## config.mk

```make
export PLATFORM = sky130hd
export DESIGN_NAME = seq_det
export DESIGN_NICKNAME = d
export VERILOG_FILES = /design/src/rtl/seq_det.sv
export SDC_FILE = /design/constraint.sdc
export NUM_CORES = 1
export LEC_CHECK = 0
export BUFFER_PORTS_ARGS = -buffer_cell sky130_fd_sc_hd__buf_4
export CAP_MARGIN = 20
export CORE_AREA = 2 2 39 41
export CTS_BUF_LIST = sky130_fd_sc_hd__clkbuf_8
export DETAILED_ROUTE_END_ITERATION = 16
export DIE_AREA = 0 0 41 43
export GPL_ROUTABILITY_DRIVEN = 0
export PLACE_DENSITY = 0.37
export SYNTH_ARGS = -nofsm -noshare
export SYNTH_HDL_FRONTEND = slang
export SYNTH_SLANG_ARGS = --single-unit
export TNS_END_PERCENT = 5
```

## constraint.sdc

```tcl
create_clock -name clk -period 1.1 [get_ports clk]
set_input_delay 0.055 -clock clk [delete_from_list [all_inputs] [get_ports clk]]
set_output_delay 0.055 -clock clk [all_outputs]
set_load 0.01 [all_outputs]
```

## src/rtl/seq_det.sv

```systemverilog
// Moore detector for the serial pattern 1-0-1-0 with overlapping or restarting match mode.
// Optional match counter enabled by defining SEQ_DET_COUNT_EN.
module seq_det #(
  parameter bit OVERLAP = 1'b1
) (
  input  logic       clk,
  input  logic       reset,
  input  logic       x,
`ifdef SEQ_DET_COUNT_EN
  output logic [7:0] match_count,
`endif
  output logic       out
);

  typedef enum logic [2:0] {
    S0 = 3'd0,
    S1 = 3'd1,
    S2 = 3'd2,
    S3 = 3'd3,
    S4 = 3'd4
  } state_t;

  state_t state_q, state_d;

  always_comb begin
    state_d = S0;
    case (state_q)
      S0:      state_d = x ? S1 : S0;
      S1:      state_d = x ? S1 : S2;
      S2:      state_d = x ? S3 : S0;
      S3:      state_d = x ? S1 : S4;
      // The trailing "10" of a match seeds "101" only in overlap mode
      S4:      state_d = x ? (OVERLAP ? S3 : S1) : S0;
      default: state_d = S0;
    endcase
  end

  always_ff @(posedge clk) begin
    if (reset) state_q <= S0;
    else       state_q <= state_d;
  end

  // Decoded straight from the state register, so there is no path from x
  assign out = (state_q == S4);

`ifdef SEQ_DET_COUNT_EN
  logic [7:0] match_count_q, match_count_d;

  always_comb begin
    match_count_d = match_count_q;
    if (state_d == S4) match_count_d = match_count_q + 8'd1;
  end

  always_ff @(posedge clk) begin
    if (reset) match_count_q <= 8'd0;
    else       match_count_q <= match_count_d;
  end

  assign match_count = match_count_q;
`endif

endmodule

```

== Word-level counts from Yosys, hierarchy flattened ==
Cells that the tools add are included.
Operators by class
  equal/unequal tests: 4
  multiplexer cells: 5
  reductions and logical operators: 2
Operator list (count)
  3-bit one-hot mux with 4 select lines: 1
  3-bit by 2-bit equality test with 1-bit output, second input constant: 2
  2-bit two-way mux: 2
  3-bit by 1-bit equality test with 1-bit output, second input constant: 1
  3-bit equality test, second input constant: 1
  3-bit zero test: 1
  3-bit two-way mux: 1
  2-bit OR reduction: 1
  1-bit two-way mux: 1
Word-level totals
  register bits: 3
  output and inout port bits: 1

== Longest topological paths before layout ==
Gate-level depths: netlist of the first run.
  word-level depth: 3
  gate-level depth with buffers: 2
  mapped depth without buffers: 2

== Worst setup path after synthesis of the first run ==
Ideal clock, no wire load.
  path kind: register to register
  start: reg state_q[1]
  end: reg state_q[1]
  setup time: 0.074 ns
  arrival: 0.961 ns
  data required time: 1.026 ns
  path slack: 0.065 ns
  stages on the path, launching flop included: 3
  buffers on the path: 0
  path through: dfxtp_1 -> or4b_1 -> a31oi_1
On the way
  longest elaborated chain between the ends: 3
  elaborated cells between the ends (all ways): 7
  classes of those cells: 4 x eq/ne; 1 x mux; 2 x reduce/logical
Ends and longest elaborated chain
  from (decl): line 23  | state_t state_q, state_d;
  from (signal assigned): line 40  | else state_q <= state_d;
  3-bit equality test / 3-bit by 2-bit equality test with 1-bit output (equally long branches): line 27  | case (state_q)
  2-bit OR reduction (no source line)
  3-bit one-hot mux with 4 select lines (*): line 27
Every way passes the cells marked *; elsewhere a longest branch is shown, timed or not.
A chain may end at the register's enable or synchronous reset.

== Worst setup path after layout of the first run ==
  start: reg state_q[2]
  end: reg state_q[1]
Same word-level chain as after synthesis.

==> results of run 1 <==
[per-layer routing]
| metal | track usage (%) | wire length, um | vias to the layer above |
|---|---|---|---|
| met5 | 0 | 0 | - |
| met4 | 6.00 | 0 | 0 |
| met3 | 3.14 | 20 | 0 |
| met2 | 3.75 | 99 | 4 |
| met1 | 7.37 | 175 | 49 |
| li1 | - | - | 62 |
[critical path, stage by stage (launching register included)]
cell	delay [ns]
dfxtp_2	0.33
or4b_1	0.51
a31oi_1	0.17
[cell usage in the layout, fill, tap and decap left out]
cell	count
and4b_2	1
and3b_1	1
a31oi_1	1
or4b_1	1
clkbuf_8	3
buf_4	3
nor2_1	1
inv_1	1
dfxtp_2	2
o21ai_0	1
dfxtp_1	1
or4bb_1	2
nor3b_1	1
[stage by stage]
step / setup WS (ns) / instances / total power [mW] / cell area [um2] / util (%)
finish: 0.0159 / 35 / 0.441 / 225 / 16.3
global route: -0.0288 / 35 / 0.473 / 225 / 16.3
CTS: 0.0173 / 35 / 0.454 / 224 / 16.2
detailed placement: -0.0194 / 31 / 0.133 / 178 / 12.8
global placement: 0.0182 / 31 / 0.132 / 178 / 12.8
floorplan: 0.0646 / 12 / 0.124 / 135 / -
[layout make-up]
cell class / instances / area (um2)
fillers: 156 / 1160
multi-input cells: 9 / 75.1
clock buffers: 3 / 41.3
well taps: 16 / 20.0
clock inverters: 1 / 3.75
repair buffers: 3 / 22.5
flip-flops and latches: 3 / 62.6
[cells by family after synthesis]
group           share of synthesized area (%)
compound gates                           8.33
simple gates                             47.2
flops                                    44.4
[power breakdown]
part           leakage [nW]  internal [mW]  switching (mW)
logic                0.0401        0.00971         0.00511
clock network        0.0269          0.237          0.0711
registers            0.0253          0.114         0.00433
[path summary, 6_finish.rpt]
check,start,to,slack [ns],cells after the start
max,state_q[2]$_SDFF_PP0_,state_q[1]$_SDFF_PP0_,0.02,2
min,reset,state_q[1]$_SDFF_PP0_,0.02,2
max reg2reg,state_q[2]$_SDFF_PP0_,state_q[1]$_SDFF_PP0_,0.02,2
min reg2reg,state_q[2]$_SDFF_PP0_,state_q[0]$_SDFF_PP0_,0.57,2
[repair_timing]
action	CTS	global route
setup endpoints to repair	1	1
pin swaps	1	2
buffers inserted	0	0
resized for setup	1	1
==> run metrics, run 1 <==
Antenna Violating Nets Remaining 0; sequential fraction of the synthesis area 44.4%; leak pwr approximately 0.092 nW; via density per instance roughly 3.3; CP Capture Type register; fin nets 23; First-pass DRT Iterations 2; Yosys top cell by area dfxtp_1; WHS roughly 0.017 ns; GRT overflow 0; crit share post-route a little over nine tenths; Tmin final approximately 1.1 ns; port bufs 3; Ys Warns 0; max FFs per register 3; first-pass GRT wire length about 520 um; crit path kind register to register; Async SR Flop Fraction 0%; Post-Synthesis Cells 12; Hold Path Class input pin to register; most frequent cells after synthesis dfxtp_1 (3), or4bb_1 (2); Fin. Hold Viols 0; status complete, no violations; clock slew at reported path FFs around 0.030 ns; Root Buffer clkbuf_8; drt initial violations 2; crit start category register; Fmax achieved 922 MHz; Synth Cell Area between 100 and 150 um2; Post-route DRC 0; Cell Rows 14; Synthesized Nets 15; CP required about 1.2 ns; largest net degree at the start of global routing 7; crit path DAT approximately 1.2 ns; max-cap check violation count 0; top cell type's share of synthesized area between 40% and 50%; core area around 1400 um2; CP max FO 6; largest register by flop count state_q; maximum vdd drop roughly 0.00020 V; Starting Density under 10%; Top FF cell, synth dfxtp_1; layout cells sized above 1 47.4%; number of synthesized register bits 3; synth top area cells dfxtp_1 (44%), or4bb_1 (17%), and4b_2 (8.3%), or4b_1 (7.4%), and3b_1 (6.5%); routed wire length 295 um; post-DP HPWL 186 um; die span in x around 41 um; fin. max-slew vios 0; number of library cell types mapped by synthesis 9; final setup fails 0; worst rel slew slack about nine tenths; setup TNS 0 ns; unrepaired setup endpoints after global routing yes; WL/cell around 8.4 um; H-tree Lvls 1; vias in the first global route 130; largest registers state_q (3); Worst-Skew Late Latency roughly 0.21 ns; top-count cell post-synth dfxtp_1; diodes inserted 0; Final Skew roughly 0.00086 ns; Avg Cell Area, Syn about 11 um2; hold_buf cts 0; routed vias approximately 120; I/O pins 4; Die H around 43 um; CTS Sinks 3; Pwr Density approximately 2000 nW/um2; gr usage total around 5%; synthesis-to-finish area growth 66.7%; Post-synth EDFFs 0; Die Area around 1800 um2; cts bufs inserted 3; Clock Tree Buf Depth 2; initial antenna violation count 0; CTS tree done; measured slew at the worst slew-check pin ~0.16 ns
Power figures use the tool's default switching activity.
==> run 2: changes to the inputs <==
REMOVE_ABC_BUFFERS = 1   (was default)
SKIP_CTS_REPAIR_TIMING = 1   (was default)
==> run 2 against run 1 <==
  * Final cell count is the same
  * Setup slack gained 0.0078 ns
  * Critical endpoint unchanged
  * Die area is the same
  * Largest cell class unchanged
  * Critical path depth is the same
  * Clock-buffer cell count is the same
  * Via count grew 3.5%
  * Largest power group unchanged
  * Global-route usage is the same
==> run metrics, run 2 (synthesis gave the netlist of run 1 again) <==
CP required between 1 and 1.5 ns; RR Startpoint state_q[1]$_SDFF_PP0_; Worst-Skew Late Latency between 0.2 and 0.25 ns; crit path kind register to register; initial antenna violation count 0; layout cells sized above 1 a little over half; largest net degree at the start of global routing 7; status complete, no violations; crit start category register; Crit path max-delay family simple AND/OR/NAND/NOR gates; Final Util around 16%; Fin. Hold Viols 0; Final Skew 0.000892 ns; CTS tree done; cts bufs inserted 3; Design Power between 400 and 500 uW; drt initial violations 2; CTS Sinks 3; commonest cells after routing, fill and taps aside clkbuf_8 (3), buf_4 (3), dfxtp_2 (3); crit share post-route between 90% and 100%; area post-placement ~180 um2; Starting Density ~9.8%; Clock Tree Buf Depth 2; Post-route DRC 0; H-tree Lvls 1; Tmin final roughly 1.1 ns; core area 1380 um2; CP bufs+invs 0; clock slew at reported path FFs approximately 0.030 ns; routed wire length roughly 280 um; CP Capture Type register; largest register by flop count state_q; Antenna Violating Nets Remaining 0; cell area after layout between 200 and 250 um2; critical path startpoint state_q[1]$_SDFF_PP0_; First-pass DRT Iterations 2; vias in the first global route between 100 and 150; fin. max-slew vios 0; I/O pins 4; worst rel slew slack about 89%; Slowest-stage cell, CP or4bb_1; max-cap check violation count 0; Hold Path Class input pin to register; die span in x 41 um; gr usage total approximately 5%; worst stage delay on the critical path 0.50 ns; Cell Rows 14; Root Buffer clkbuf_8; Hold Path Origin reset; port bufs 3; max FFs per register 3; measured slew at the worst slew-check pin 0.161 ns; diodes inserted 0; Pwr Density 1950 nW/um2; synthesis-to-finish area growth 67.6%; routed vias roughly 120; first-pass GRT wire length between 500 and 600 um; CP max FO 6; fin nets 23; unrepaired setup endpoints after global routing yes; Fmax achieved slightly above 900 MHz; WL/cell 8.09 um; leak pwr slightly above 0.09 nW; Die Area around 1800 um2; final setup fails 0; GRT overflow 0; via density per instance around 3.4; maximum vdd drop between 0.0002 and 0.00025 V; largest registers state_q (3); WHS about 0.0094 ns; Die H 43 um; cells along the critical path or4bb_1 -> a31oi_1; crit path DAT roughly 1.2 ns; post-DP HPWL around 190 um
run 2: through the flow:
stage,instances,setup slack [ns],TNS [ns]
global placement,31,0.0182,0
finish,35,0.0237,0
floorplan,12,0.0646,0
detailed placement,31,-0.0194,-0.0194
CTS,35,-0.0149,-0.0149
global route,35,-0.0160,-0.0160
run 2: metal layers:
metal / wire (um) / track usage [%] / vias to the layer above
met5: 0 / 0 / -
met4: 0 / 6.00 / 0
met3: 20 / 3.14 / 0
met2: 104 / 3.75 / 4
met1: 158 / 7.37 / 53
li1: - / - / 62
run 2: power breakdown:
| group | switching, mW | leakage [nW] | internal [mW] | total (mW) |
|---|---|---|---|---|
| clock network | 0.0710 | 0.0269 | 0.237 | 0.308 |
| registers | 0.00414 | 0.0258 | 0.114 | 0.118 |
| logic | 0.00509 | 0.0408 | 0.00972 | 0.0148 |
| total | 0.0802 | 0.0934 | 0.361 | 0.441 |
run 2: final timing paths:
kind                                 to  depth (start not counted)  slack [ns]
setup / recovery  state_q[1]$_SDFF_PP0_                          2        0.02
hold / removal    state_q[1]$_SDFF_PP0_                          2       0.009
setup reg to reg  state_q[1]$_SDFF_PP0_                          2        0.02
hold reg to reg   state_q[0]$_SDFF_PP0_                          2        0.56
run 2: layout make-up:
cell class	instances	area (um2)
clock buffer	3	41.3
fill	156	1160
tap	16	20.0
multi-input combinational	9	75.1
sequential	3	63.8
clock inverter	1	3.75
timing repair buffer	3	22.5
==> run 3: changes to the inputs <==
BUFFER_PORTS_ARGS = -buffer_cell sky130_fd_sc_hd__buf_2   (was -buffer_cell sky130_fd_sc_hd__buf_4)
REMOVE_ABC_BUFFERS = default   (was 1)
==> run 3 against run 2 <==
  * Clock power rose by 2%
  * Non-clock buffer count did not move
  * Clock-buffer cell count is the same
  * Setup slack improved by 0.0023 ns
  * Routed wire length is 6.4% higher
  * Register-to-register slack about the same
  * Maximum frequency grew 0.22%
  * Hold slack better by 0.010 ns
  * Core utilization is 0.36 points lower
  * Combinational power fell by 15%
  * Sequential share of layout area increased by 1.8 points
  * Critical path type unchanged
  * Total power grew 0.16%
  * Critical endpoint unchanged
==> run metrics, run 3 (synthesis gave the netlist of run 1 again) <==
max-cap check violation count 0; routed vias 117; RR Endpoint state_q[1]$_SDFF_PP0_; Clock Tree Buf Depth 2; largest register by flop count state_q; Die H roughly 43 um; unrepaired setup endpoints after global routing yes; Final Util between 10% and 20%; fin. max-slew vios 0; Starting Density 9.76%; CP required 1.23 ns; CP endpoint state_q[1]$_SDFF_PP0_; first-pass GRT wire length 434 um; area post-placement approximately 170 um2; Fin. Hold Viols 0; Tmin final 1.07 ns; drt initial violations 1; clock slew at reported path FFs approximately 0.030 ns; I/O pins 4; largest registers state_q (3); vias in the first global route 110; Cell Rows 14; Worst R2R Path Depth 2; crit path kind register to register; maximum vdd drop roughly 0.00030 V; reg2reg setup slack 0.03 ns; Antenna Violating Nets Remaining 0; worst rel slew slack 90.6%; CP max FO 6; final setup fails 0; measured slew at the worst slew-check pin about 0.14 ns; status complete, no violations; core area around 1400 um2; Hold Path Origin reset; crit path DAT 1.21 ns; gr usage total around 4.3%; fin nets 23; largest net degree at the start of global routing 7; Root Buffer clkbuf_8; port bufs 3; First-pass DRT Iterations 2; commonest cells after routing, fill and taps aside clkbuf_8 (3), buf_2 (3), or4bb_1 (2), dfxtp_2 (2); initial antenna violation count 0; max FFs per register 3; WHS about 0.019 ns; Worst-Skew Late Latency approximately 0.21 ns; GRT overflow 0; via density per instance around 3.3; cell area after layout 221 um2; layout cells sized above 1 roughly 53%; WL/cell between 8 and 9 um; CTS tree done; cts bufs inserted 3; diodes inserted 0; Pwr Density 2000 nW/um2; Hold Crit Depth 2; crit share post-route 97.6%; RR Startpoint state_q[1]$_SDFF_PP0_; Hold Path Class input pin to register; CP Capture Type register; Fmax achieved a little over 900 MHz; Die Area around 1800 um2; routed wire length 301 um; CTS Sinks 3; Final Skew 0.00101 ns; crit start category register; Post-route DRC 0; die span in x roughly 41 um; DP Worst Slack -0.00148 ns; critical path startpoint state_q[1]$_SDFF_PP0_; leak pwr 0.0922 nW; H-tree Lvls 1; final worst slack about 0.026 ns; synthesis-to-finish area growth 63.9%
-- run 3: worst min path at each step --
stage	end
floorplan	state_q[1]$_SDFF_PP0_
global placement	state_q[1]$_SDFF_PP0_
detailed placement	state_q[1]$_SDFF_PP0_
CTS	state_q[1]$_SDFF_PP0_
global route	state_q[1]$_SDFF_PP0_
finish	state_q[1]$_SDFF_PP0_
-- run 3: final cells by class --
| class | instances | area [um2] |
|---|---|---|
| clock buffer | 3 | 41.3 |
| clock inverter | 1 | 3.75 |
| fill | 154 | 1160 |
| multi-input combinational | 9 | 75.1 |
| sequential | 3 | 66.3 |
| tap | 16 | 20.0 |
| timing repair buffer | 3 | 15.0 |
-- run 3: metrics by stage --
stage	setup TNS (ns)	power [mW]	cells
after global placement	-0.00303	0.131	31
final	0	0.442	35
after global routing	-0.0156	0.470	35
after floorplan	0	0.124	12
after CTS	-0.00351	0.456	35
after detailed placement	-0.00148	0.131	31
-- run 3: critical path: stages, from the launching register on --
cell and delay, ns:
dfxtp_2 0.33, or4bb_1 0.49, a31oi_1 0.17
-- run 3: report_power, final --
part	leakage, nW	switching [mW]	total, mW	internal [mW]
Clock	0.0269	0.0749	0.313	0.238
Sequential	0.0261	0.00422	0.117	0.112
Combinational	0.0392	0.00506	0.0126	0.00758
Total	0.0922	0.0842	0.442	0.358
-- run 3: routing by layer --
metal / part of all wire, % / GRT usage (%) / vias up
li1: - / - / 62
met2: 36 / 3.13 / 4
met1: 62 / 5.75 / 51
met3: 2.3 / 1.57 / 0
met5: 0 / 0 / -
met4: 0 / 8.00 / 0
